--- config.mk ---
export PLATFORM = sky130hd
export DESIGN_NAME = sevenseg_scan_driver
export DESIGN_NICKNAME = d
export VERILOG_FILES = /design/src/rtl/sevenseg_scan_driver.sv
export SDC_FILE = /design/constraint.sdc
export NUM_CORES = 1
export LEC_CHECK = 0
export ABC_AREA = 1
export CELL_PAD_IN_SITES_DETAIL_PLACEMENT = 0
export CELL_PAD_IN_SITES_GLOBAL_PLACEMENT = 2
export CORE_ASPECT_RATIO = 0.7
export CORE_UTILIZATION = 33
export CTS_CLUSTER_SIZE = 40
export DETAILED_ROUTE_END_ITERATION = 10
export PLACE_DENSITY_LB_ADDON = 0.1
export SLEW_MARGIN = 25
export SYNTH_ARGS = -nofsm -noshare
export SYNTH_HDL_FRONTEND = slang
export SYNTH_SLANG_ARGS = --single-unit
--- constraint.sdc ---
create_clock -name clock -period 3.3 [get_ports clock]
set_input_delay 0.495 -clock clock [delete_from_list [all_inputs] [get_ports clock]]
set_output_delay 0.495 -clock clock [all_outputs]
set_load 0.005 [all_outputs]
--- src/rtl/sevenseg_scan_driver.sv ---
// Multiplexed N-digit common-anode seven-segment driver. Display inputs are
// shadowed at each frame boundary; adds leading-zero blanking, PWM dimming and blink.

module sevenseg_digit_lane #(
  parameter bit MAY_SUPPRESS = 1'b1
) (
  input  logic [3:0] nib,
  input  logic       en,
  input  logic       dp,
  input  logic       blink,
  input  logic       blink_phase,
  input  logic       blz,
  input  logic       zero_above,
  output logic       zero_here,
  output logic       qual
);
  // zero_here: this nibble and every nibble to its left are 0 with no dp lit
  assign zero_here = zero_above & (nib == 4'h0) & ~dp;
  assign qual      = en & ~(blz & zero_here & MAY_SUPPRESS) & ~(blink & blink_phase);
endmodule

module sevenseg_scan_driver #(
  parameter int DIGITS       = 4,
  parameter int DIGIT_PERIOD = 131072,
  parameter int BRIGHT_BITS  = 3,
  parameter int BLINK_FRAMES = 32
) (
  input  logic                   clock,
  input  logic                   reset_n,
  input  logic [4*DIGITS-1:0]    value,
  input  logic [DIGITS-1:0]      digit_enable,
  input  logic [DIGITS-1:0]      dp,
  input  logic                   blank_leading_zeros,
  input  logic [BRIGHT_BITS-1:0] brightness,
  input  logic [DIGITS-1:0]      blink_mask,
  output logic [6:0]             segments_n,
  output logic                   dp_n,
  output logic [DIGITS-1:0]      digit_enable_n,
  output logic                   frame_start
);
  localparam int SLOT_W  = (DIGIT_PERIOD > 1) ? $clog2(DIGIT_PERIOD) : 1;
  localparam int IDX_W   = (DIGITS > 1) ? $clog2(DIGITS) : 1;
  localparam int FRAME_W = (BLINK_FRAMES > 1) ? $clog2(BLINK_FRAMES) : 1;
  localparam int SUB_LEN = DIGIT_PERIOD >> BRIGHT_BITS;
  localparam int SUB_W   = (SUB_LEN > 1) ? $clog2(SUB_LEN) : 1;

  localparam logic [SLOT_W-1:0]  SLOT_LAST  = SLOT_W'(DIGIT_PERIOD - 1);
  localparam logic [IDX_W-1:0]   IDX_LAST   = IDX_W'(DIGITS - 1);
  localparam logic [FRAME_W-1:0] FRAME_LAST = FRAME_W'(BLINK_FRAMES - 1);
  localparam logic [SUB_W-1:0]   SUB_LAST   = SUB_W'(SUB_LEN - 1);

  typedef struct packed {
    logic [DIGITS-1:0][3:0]   nib;
    logic [DIGITS-1:0]        en;
    logic [DIGITS-1:0]        dp;
    logic                     blz;
    logic [BRIGHT_BITS-1:0]   bright;
    logic [DIGITS-1:0]        blink;
    logic                     phase;
  } shadow_t;

  logic [SLOT_W-1:0]      slot_q, slot_d;
  logic [IDX_W-1:0]       idx_q, idx_d;
  logic [SUB_W-1:0]       sub_cnt_q, sub_cnt_d;
  logic [BRIGHT_BITS-1:0] sub_idx_q, sub_idx_d;
  logic [FRAME_W-1:0]     frame_q, frame_d;
  logic                   phase_q, phase_d;
  shadow_t                shadow_q, shadow_d, live, eff;

  logic [6:0]        segments_n_q, segments_n_d;
  logic              dp_n_q, dp_n_d;
  logic [DIGITS-1:0] digit_enable_n_q, digit_enable_n_d;
  logic              frame_start_q, frame_start_d;

  logic              boundary, slot_wrap, pwm_on, lit;
  logic [DIGITS:0]   zero_run;
  logic [DIGITS-1:0] qual;

  function automatic logic [6:0] hex_font(input logic [3:0] n);
    case (n)
      4'h0: hex_font = 7'h7E;
      4'h1: hex_font = 7'h30;
      4'h2: hex_font = 7'h6D;
      4'h3: hex_font = 7'h79;
      4'h4: hex_font = 7'h33;
      4'h5: hex_font = 7'h5B;
      4'h6: hex_font = 7'h5F;
      4'h7: hex_font = 7'h70;
      4'h8: hex_font = 7'h7F;
      4'h9: hex_font = 7'h7B;
      4'hA: hex_font = 7'h77;
      4'hB: hex_font = 7'h1F;
      4'hC: hex_font = 7'h0D;
      4'hD: hex_font = 7'h3D;
      4'hE: hex_font = 7'h4F;
      default: hex_font = 7'h47;
    endcase
  endfunction

  assign boundary  = (slot_q == '0) && (idx_q == IDX_LAST);
  assign slot_wrap = (slot_q == SLOT_LAST);

  always_comb begin
    live.nib    = value;
    live.en     = digit_enable;
    live.dp     = dp;
    live.blz    = blank_leading_zeros;
    live.bright = brightness;
    live.blink  = blink_mask;
    live.phase  = phase_q;
  end

  // The frame's first slot must already see the freshly captured settings.
  assign eff      = boundary ? live : shadow_q;
  assign shadow_d = eff;

  assign zero_run[DIGITS] = 1'b1;
  for (genvar i = 0; i < DIGITS; i++) begin : g_lane
    sevenseg_digit_lane #(.MAY_SUPPRESS(i > 0)) u_lane (
      .nib         (eff.nib[i]),
      .en          (eff.en[i]),
      .dp          (eff.dp[i]),
      .blink       (eff.blink[i]),
      .blink_phase (eff.phase),
      .blz         (eff.blz),
      .zero_above  (zero_run[i+1]),
      .zero_here   (zero_run[i]),
      .qual        (qual[i])
    );
  end

  always_comb begin
    slot_d    = slot_wrap ? '0 : slot_q + 1'b1;
    idx_d     = idx_q;
    sub_cnt_d = sub_cnt_q + 1'b1;
    sub_idx_d = sub_idx_q;
    frame_d   = frame_q;
    phase_d   = phase_q;
    if (slot_wrap) idx_d = (idx_q == '0) ? IDX_LAST : idx_q - 1'b1;
    if (sub_cnt_q == SUB_LAST) begin
      sub_cnt_d = '0;
      sub_idx_d = sub_idx_q + 1'b1;
    end
    if (boundary) begin
      if (frame_q == FRAME_LAST) begin
        frame_d = '0;
        phase_d = ~phase_q;
      end else begin
        frame_d = frame_q + 1'b1;
      end
    end
  end

  // Top sub-period is never reached by brightness, leaving dead time per slot.
  assign pwm_on = (sub_idx_q < eff.bright);
  assign lit    = qual[idx_q] & pwm_on;

  always_comb begin
    segments_n_d     = 7'h7F;
    dp_n_d           = 1'b1;
    digit_enable_n_d = '1;
    frame_start_d    = boundary;
    if (lit) begin
      segments_n_d     = ~hex_font(eff.nib[idx_q]);
      dp_n_d           = ~eff.dp[idx_q];
      digit_enable_n_d = ~(DIGITS'(1) << idx_q);
    end
  end

  always_ff @(posedge clock) begin
    if (!reset_n) begin
      slot_q           <= '0;
      idx_q            <= IDX_LAST;
      sub_cnt_q        <= '0;
      sub_idx_q        <= '0;
      frame_q          <= '0;
      phase_q          <= 1'b0;
      shadow_q         <= '0;
      segments_n_q     <= 7'h7F;
      dp_n_q           <= 1'b1;
      digit_enable_n_q <= '1;
      frame_start_q    <= 1'b0;
    end else begin
      slot_q           <= slot_d;
      idx_q            <= idx_d;
      sub_cnt_q        <= sub_cnt_d;
      sub_idx_q        <= sub_idx_d;
      frame_q          <= frame_d;
      phase_q          <= phase_d;
      shadow_q         <= shadow_d;
      segments_n_q     <= segments_n_d;
      dp_n_q           <= dp_n_d;
      digit_enable_n_q <= digit_enable_n_d;
      frame_start_q    <= frame_start_d;
    end
  end

  assign segments_n     = segments_n_q;
  assign dp_n           = dp_n_q;
  assign digit_enable_n = digit_enable_n_q;
  assign frame_start    = frame_start_q;
endmodule

Yosys cells after proc, flatten, opt, wreduce, memory -nomap -nowiden --
Memories as Yosys holds them, arrays and structs flattened. Cells that the tools add are included.
Operators by class: equality and inequality tests 4, shift-type cells 1, muxes and demuxes 10, bitwise operators 35, $add $sub $neg 5, reductions and logical operators 10, order comparisons 2
Operators with widths (count):
- 33-bit two-way mux | 1
- 1-bit bitwise AND | 20
- 17-bit by 1-bit adder with 17-bit output (second input constant) | 1
- 17-bit equality test (second input constant) | 1
- 17-bit zero test | 1
- 14-bit by 1-bit adder with 14-bit output (second input constant) | 1
- 14-bit equality test (second input constant) | 1
- 1-bit inverter | 13
- 4-bit zero test | 3
- 4-bit binary-select mux with 2-bit select | 1
- 7-bit two-way mux | 1
- 7-bit inverter | 1
- 5-bit by 1-bit adder with 5-bit output (second input constant) | 1
- 5-bit equality test (second input constant) | 1
- 5-bit two-way mux | 1
- 1-bit binary-select mux with 2-bit select | 2
- 4-bit two-way mux | 1
- 4-bit inverter | 1
- 2-bit AND reduction | 2
- 2-bit OR reduction | 2
- 1-bit by 2-bit << shifter with 4-bit output (first input constant) | 1
- 3-bit by 1-bit adder with 3-bit output (second input constant) | 1
- 2-bit by 3-bit less-than comparator with 1-bit output (second input constant) | 1
- 3-bit less-than comparator | 1
- other kinds (6) | 7
Word-level totals: output and inout bits 13, bits of input ports 34, logic and storage cells 88, memories kept 1, memory bits (read-only) 112, register bits 88
Memories:
- (no name shown) | depth 16, bits a word 7, read ports 1, clocked after memory_dff 0, write ports 0, RTL line 80 | case (n)

Depth between registers and ports, before layout --
word-level depth 18, gate-level depth with buffers 21, mapped depth without buffers 19

Hierarchy --
A second synthesis with hierarchy kept.
Unflattened totals: cell total of the unflattened synthesis 619, area total of the unflattened synthesis 4420.5 um^2
Modules (own cells, without submodules):
- sevenseg_scan_driver | times used 1, area each 4252.8 um^2, cells an instance 579, sequential area each 1761.7 um^2
- sevenseg_digit_lane (g_lane[1].u_lane ...) | times used 3, area each 45.0 um^2, cells an instance 11, sequential area each 0.0 um^2
- sevenseg_digit_lane (g_lane[0].u_lane) | times used 1, area each 32.5 um^2, cells an instance 7, sequential area each 0.0 um^2

Worst setup path before layout --
OpenSTA, ideal clock, no wires.
path kind register to register, start register idx_q[0], end register segments_n_q[4], in the netlist segments_n[4], arrival time 2.426 ns, cell stages (with the launch flop) 16, required time 3.179 ns, clock period less this slack 2.547 ns, buffers on the path 3, path slack 0.753 ns, library setup time 0.121 ns, path through dfxtp_1 -> ha_1 -> nand2_1 -> nor2_4 -> inv_2 -> nor2_8 -> nand2_4 -> buf_6 -> buf_6 -> mux2i_1 -> ha_1 -> a21oi_1 -> o21ai_1 -> a21oi_4 -> buf_6 -> nand3_2
On the way: longest elaborated chain between the ends 17, elaborated cells on any way between the ends 45, those cells by class order compare (1); eq/ne (1); mux (6); bitwise (31); reduce/logical (5); memory (1)
RTL lines:
- start: declaration | RTL line 63 | logic [IDX_W-1:0] idx_q, idx_d;
- start signal: assignment | RTL line 185 | idx_q <= idx_d;
- 2-bit equality test | RTL line 100 | assign boundary = (slot_q == '0) && (idx_q == IDX_LAST);
- 1-bit logical AND | RTL line 100
- 33-bit two-way mux | RTL line 114 | assign eff = boundary ? live : shadow_q;
- 4-bit zero test / 1-bit inverter (equally long branches) | RTL line 18 | assign zero_here = zero_above & (nib == 4'h0) & ~dp;
- 1-bit bitwise AND (5 in series) | RTL line 18
- 1-bit bitwise AND | RTL line 19 | assign qual = en & ~(blz & zero_here & MAY_SUPPRESS) & ~(blink & blink_phase);
- 1-bit inverter | RTL line 19
- 1-bit bitwise AND (2 in series) | RTL line 19
- 1-bit binary-select mux with 2-bit select | RTL line 156 | assign lit = qual[idx_q] & pwm_on;
- 1-bit two-way mux (not written as such) | RTL line 156
- 1-bit bitwise AND | RTL line 156
- 2-bit AND reduction (no line)
- end signal: assignment | RTL line 191 | segments_n_q <= segments_n_d;
- end: declaration | RTL line 70 | logic [6:0] segments_n_q, segments_n_d;
Several ways; a longest one is shown, not always the timed one. The select of a mux whose other input is x is not followed. A chain may end at the register's enable or synchronous reset.

Worst setup path after layout --
start register slot_q[0], end register digit_enable_n_q[3], in the netlist digit_enable_n[3]
On the way: longest elaborated chain between the ends 17, elaborated cells on any way between the ends 40, those cells by class order compare (1); mux (3); bitwise (30); reduce/logical (6)
RTL lines:
- start: declaration | RTL line 62 | logic [SLOT_W-1:0] slot_q, slot_d;
- start signal: assignment | RTL line 184 | slot_q <= slot_d;
- 17-bit zero test * | RTL line 100
- 1-bit logical AND * | RTL line 100
- 33-bit two-way mux * | RTL line 114
- 4-bit zero test / 1-bit inverter (equally long branches) | RTL line 18
- 1-bit bitwise AND (5 in series) | RTL line 18
- 1-bit bitwise AND | RTL line 19
- 1-bit inverter | RTL line 19
- 1-bit bitwise AND (2 in series) | RTL line 19
- 1-bit binary-select mux with 2-bit select | RTL line 156
- 1-bit two-way mux (not written as such) | RTL line 156
- 1-bit bitwise AND * | RTL line 156
- 2-bit AND reduction (no line) *
- end signal: assignment | RTL line 193 | digit_enable_n_q <= digit_enable_n_d;
- end: declaration | RTL line 72 | logic [DIGITS-1:0] digit_enable_n_q, digit_enable_n_d;
Mark *: on every way between the ends. The rest lies on a longest branch, timed or not. The select of a mux whose other input is x is not followed.

==> flow_metrics.env <==
export IMPL_cts_sinks=88
export IMPL_first_pass_iters=4
export IMPL_final_hold_violation_count=0
export IMPL_cts_made_buffers=9
export IMPL_syn_nets=652
export IMPL_intPower_w=0.001999
export IMPL_peakVddDrop_v=0.0002574
export IMPL_yosysTopAreaCell="dfxtp_1"
export IMPL_hold_path_depth=1
export IMPL_finalMaxSlewViolations=0
export IMPL_num_rows=35
export IMPL_die_area_um2=13960
export IMPL_routed_wl_um=10810
export IMPL_regArea_um2=1762
export IMPL_core_um2=13140
export IMPL_cts_hold_buf=0
export IMPL_instances_no_fill=819
export IMPL_syn_avg_cell_area_um2=7.430
export IMPL_synthDistinctLibCells=39
export IMPL_ant_nets=0
export IMPL_slew_headroom=0.6132
export IMPL_cp_start_kind="flip-flop"
export IMPL_reg2reg_slack_ps=420
export IMPL_grt_pass1_wl_um=18150
export IMPL_dpl_cell_area_um2=5069
export IMPL_grt_pass1_vias=3615
export IMPL_final_common_cell="nand2_1"
export IMPL_ff2ff_path_depth=15
export IMPL_setup_viol=0
export IMPL_design_area_um2=5371
export IMPL_powerDensity_nw_per_um2=517.8
export IMPL_ys_ff_latch=88
export IMPL_cts_resized=0
export IMPL_final_cell_mix="nand2_1, nor2_1, dfxtp_1, inv_1, nand3_1"
export IMPL_min_period_ps=2876
export IMPL_p_comb_frac=0.198
export IMPL_ys_warn_count=0
export IMPL_ios=47
export IMPL_vias=3743
export IMPL_skew_ps=6.079
export IMPL_synth_area_leaders="dfxtp_1, nand2_1, nor2_1"
export IMPL_tightest_slew_ps=578.1
export IMPL_wl_per_cell_um=13.20
export IMPL_rsz0062_at_grt="false"
export IMPL_n_antenna_cell=0
export IMPL_clockPowerShare=0.385
export IMPL_p_leak_nw=2.352
export IMPL_crit_type="reg -> reg"
export IMPL_async_flop_share=0
export IMPL_cts_root_buf="clkbuf_16"
export IMPL_grt_overflow=0
export IMPL_syn_to_final_growth_pct=20.69
export IMPL_worst_path_max_fanout=24
export IMPL_required_ps=3490
export IMPL_synth_area_um2=4451
export IMPL_netlist_area_leader_share=0.3958
export IMPL_dp_cells=804
export IMPL_die_x_um=140.8
export IMPL_htreeDepth=3
export IMPL_clkTransAtPathRegs_ps=60
export IMPL_post_cts_setup_buffers=0
export IMPL_drive_above_1_share=0.09801
export IMPL_timing_rr_end="digit_enable_n[3]"
export IMPL_die_y_um=99.16
export IMPL_worst_r2r_startpoint="slot_q[0]"
export IMPL_power_switching_w=0.0007821
export IMPL_end_kind="flip-flop"
export IMPL_dp_hpwl_um=8035
export IMPL_hold_end="sub_cnt_q[0]"
export IMPL_min_path_type="reg -> reg"
export IMPL_pwr_share_seq=0.417
export IMPL_gp_congestion=0.7851
export IMPL_synth_flop_cell="dfxtp_1"
export IMPL_finalNetCount=702
export IMPL_synth_edf_count=0
export IMPL_drc=0
export IMPL_hold_start="sub_cnt_q[0]"
export IMPL_port_buffers=46
export IMPL_grt_max_degree=25
export IMPL_drtIter0Drc=195
export IMPL_syn_inst=599
export IMPL_clock_path_buffers=2
export IMPL_start_util=0.3388
export IMPL_tritoncts="built"
export IMPL_fill_cells=1388
export IMPL_ys_seq_area_frac=0.3958
export IMPL_track_usage=0.1679
export IMPL_fmax_ghz=0.3477
export IMPL_vias_per_cell=4.570
export IMPL_post_route_util=0.4089
export IMPL_drv_cap=0
export IMPL_crit_arrival_ps=3070
export IMPL_p_sw_frac=0.2812
export IMPL_tns_ps=0
export IMPL_status="completed"
export IMPL_multiInputGateArea_um2=2278
export IMPL_fin_crit_sh=0.8715
export IMPL_antenna_found_initial=0
export IMPL_insertion_delay_ps=340
[area by class of cell]
cell class / instances / area share
timing repair buffer: 55 / 0.09830
sequential: 88 / 0.3280
clock inverter: 4 / 0.01304
inverter: 78 / 0.05451
clock buffer: 11 / 0.04333
tap: 166 / 0.03867
multi-input combinational: 417 / 0.4242
[registers in the layout, summed over array words and instances, names as in the netlist]
name,cells
frame_start,1
shadow_q,33
idx_q,2
sub_cnt_q,14
segments_n,7
sub_idx_q,3
digit_enable_n,4
frame_q,5
phase_q,1
dp_n,1
slot_q,17
[worst max-delay path, stage by stage (launching register included)]
cell and delay (ps):
dfxtp_1 380, inv_1 60, ha_1 190, nand2_1 110, nor2_4 60, inv_2 90
nor2_8 40, nand2_4 260, buf_4 250, inv_1 130, o21ai_0 280, nor2_1 70
nor3_1 230, nand2_1 110, nand2_2 300, nand3_1 130
[power groups by stage]
stage / clock (W) / combinational, W / sequential (W)
floorplan: 0 / 0.000398 / 0.00118
global placement: 0 / 0.000553 / 0.00118
detailed placement: 0 / 0.000554 / 0.00118
global route: 0.00115 / 0.000631 / 0.00117
finish: 0.00107 / 0.000550 / 0.00116
CTS: 0.00111 / 0.000557 / 0.00116
[cell usage after synthesis, types with 2 or more instances]
library cell	instances
a21o_1	2
a21oi_1	28
buf_6	7
clkbuf_1	7
clkinv_1	2
dfxtp_1	88
ha_1	19
inv_1	74
inv_2	2
mux2i_1	4
nand2_1	112
nand2_2	10
nand3_1	51
nand3_2	16
nand3b_1	10
nand4_1	9
nor2_1	88
nor2_2	4
nor2_8	2
nor3_1	10
nor3b_1	3
o21ai_0	20
o21ai_1	2
o21ai_2	3
or2_0	2
xnor2_1	4
xor2_1	8
[stage by stage]
step / setup WS, ps / hold slack, ps / total power [W]
floorplan: 753.3 / 417.6 / 0.001578
global placement: 449.5 / 432.2 / 0.001736
detailed placement: 451.8 / 446.9 / 0.001738
CTS: 417.7 / 455.6 / 0.002825
global route: 84.23 / 475.4 / 0.002950
finish: 424.0 / 455.1 / 0.002781
[how the worst max path moves through the flow]
| stage | start | to | slack (ps) | cells past startpoint |
|---|---|---|---|---|
| final | slot_q[0] | digit_enable_n[3] | 420 | 15 |
| after global routing | slot_q[0] | digit_enable_n[3] | 80 | 15 |
| after CTS | slot_q[0] | digit_enable_n[3] | 420 | 15 |
| after detailed placement | slot_q[0] | segments_n[4] | 450 | 15 |
| after global placement | slot_q[0] | digit_enable_n[3] | 450 | 15 |
| after floorplan | idx_q[0] | segments_n[4] | 750 | 15 |
[logic make-up after synthesis]
group / synth area share
AND/OR/NAND/NOR: 0.3480
buffers and inverters: 0.09222
flip-flops: 0.3958
AO/OA/AOI/OAI: 0.07788
adder cells (fa/ha/maj): 0.05342
XOR/XNOR: 0.02362
multiplexers: 0.008997
[metal layers]
layer / track usage / routed length (µm)
met5: 0 / 0
met3: 0.04237 / 547
met2: 0.2361 / 3991
met1: 0.2510 / 6154
met4: 0.04515 / 113
No activity file was read; power rests on OpenSTA's default activity.
==> RTL edit (same flow settings) <==
Register the input `value` before use. The logic sees it one clock later. The other inputs are not delayed to match.
--- a/src/rtl/sevenseg_scan_driver.sv
+++ b/src/rtl/sevenseg_scan_driver.sv
@@ -59,6 +59,12 @@
     logic                     phase;
   } shadow_t;
 
+  logic [4*DIGITS-1:0] value_q;
+
+  always_ff @(posedge clock) begin
+    value_q <= value;
+  end
+
   logic [SLOT_W-1:0]      slot_q, slot_d;
   logic [IDX_W-1:0]       idx_q, idx_d;
   logic [SUB_W-1:0]       sub_cnt_q, sub_cnt_d;
@@ -101,7 +107,7 @@
   assign slot_wrap = (slot_q == SLOT_LAST);
 
   always_comb begin
-    live.nib    = value;
+    live.nib    = value_q;
     live.en     = digit_enable;
     live.dp     = dp;
     live.blz    = blank_leading_zeros;
Behaviour: not the same (Yosys sat finds a counterexample within 4 cycles, from zero or initial values and one cycle with reset_n low).
==> RTL edit against the unedited design <==
- routed wire length increased by 1.7%
- sequential cell count increased by 16
- first-iteration DRC count decreased by 0.51%
- design area increased by 2.8%
- setup slack improved by 100 ps
- clock power decreased by 7%
- hold slack got worse by 10 ps
- via count decreased by 0.37%
- total power increased by 4.4%
- die area increased by 3.6%
- sequential power increased by 18%
- clock skew increased by 1.5 ps
- synthesized area increased by 3.7%
- largest cell class unchanged
==> RTL edit: results (changes against the unedited design) <==
metric,value,unit,change
outcome,finished clean,,
critical path's top delay family,simple AND/OR/NAND/NOR gates,,
GPL Wtd Cong,0.741,,-5.6%
Root Driver,clkbuf_16,,
Highest Signal Layer,met4,,
Largest regs,"shadow_q x33, slot_q x17, value_q x16",,
clk_lat worst skew,350,ps,
Iter 0 DRT Violations,194,,-0.51%
Synth Instances,614,,+2.5%
M1 WL,6410,um,+4.2%
share of cells above drive strength 1,6.17,%,-3.6 points
slowest CP cell,dfxtp_1,,
vias per inst,4.39,,-4.0%
# resized after CTS,0,,unchanged
Syn Nets,667,,+2.3%
Arrival @ worst endpoint,3040,ps,-30 ps
first-pass GRT wire length,18300,um,+0.80%
Total GRT Usage,16.9,%,+0.10 points
initial antenna violation count,0,,unchanged
nets,714,,+1.7%
Post-Place Cells,835,,+3.9%
worst-path fanout max,10,,-58%
wire length on met3,460,um,-16%
vias in the first global route,3512,,-2.8%
Layout Skew,7.55,ps,+1.47 ps
worst min path class,reg2reg,,
pin count of the biggest net entering global routing,39,,+56%
Unique masters post-synth,41,,+5.1%
Area contributors post-synth,"dfxtp_1, nand2_1, nor2_1",,
DP HPWL,7870,um,-2.0%
drt wl/cell,12.9,um,-2.0%
yosys warns,0,,unchanged
count of buffers from port buffering,46,,unchanged
CTS Buf Count,9,,unchanged
largest register by flop count,shadow_q,,
Max VDD drop,0.244,mV,-5.3%
leak pwr,2.42,nW,+2.8%
"Seq/Total Area, Yosys",45.1,%,+5.5 points
clock transition at the registers of the reported paths,70,ps,
area of the die,14500,sq um,+3.6%
Post CTS Setup Buffer Count,0,,unchanged
Rel. slew slack,59.8,%,-1.5 points
most common library cells after synthesis,"nand2_1, dfxtp_1, nor2_1, inv_1, nand3_1",,
filler instances,1410,,+1.6%
post-route insts no fill,850,,+3.8%
met2 routed WL,4000,um,+0.10%
Pre-antenna DRT Iters,4,,unchanged
# diodes,0,,unchanged
Max Root-Sink Buffers,2,,unchanged
## RTL edit: layout make-up
cell class                      count  area share (%)
Multi-Input combinational cell    416            38.6
Inverter                           76            5.17
Timing Repair Buffer               54            9.43
Clock buffer                       10            4.33
Sequential cell                   104            37.7
Clock inverter                      5           0.612
Tap cell                          185            4.19
## RTL edit: logic make-up (layout without fill, tap and decap cells)
kind of cell	Yosys count	after routing	synth area share, %
and+or+nand+nor	325	325	31.5
DFF	104	104	45.1
buffers and inverters	94	145	8.76
AOI/OAI and AO/OA	58	58	6.75
adders and majority gates	19	19	5.15
xor gates and xnor gates	11	11	2.09
muxes	3	3	0.651
## RTL edit: routing by layer
metal | track usage (%) | up-vias
li1 | - | 2025
met1 | 26.0 | 1646
met2 | 22.4 | 47
met3 | 4.47 | 11
met4 | 4.66 | 0
met5 | 0 | -
## RTL edit: report_power, final
| part | switching [W] | leakage (nW) | internal [W] | total [W] |
|---|---|---|---|---|
| registers | 0.0000284 | 0.855 | 0.00134 | 0.00137 |
| logic | 0.000333 | 1.43 | 0.000205 | 0.000539 |
| clock network | 0.000473 | 0.130 | 0.000527 | 0.00100 |
## RTL edit: metrics by stage
stage	instance area, sq um	power [W]	worst slack, ps	utilization (%)
final	5520	0.00290	525	41.2
after global routing	5520	0.00310	56.3	41.2
after CTS	5520	0.00295	475	41.2
after detailed placement	5250	0.00194	503	39.2
after global placement	5250	0.00193	567	39.2
after floorplan	4610	0.00177	914	-
## RTL edit: final timing paths
| check | depth (start not counted) | endpoint | from | slack [ps] |
|---|---|---|---|---|
| worst min-delay path | 1 | sub_cnt_q[0] | sub_cnt_q[0] | 450 |
| worst max-delay path | 16 | idx_q[1] | slot_q[0] | 530 |
| worst min register to register | 1 | sub_cnt_q[0] | sub_cnt_q[0] | 450 |
| worst max register to register | 16 | idx_q[1] | slot_q[0] | 530 |
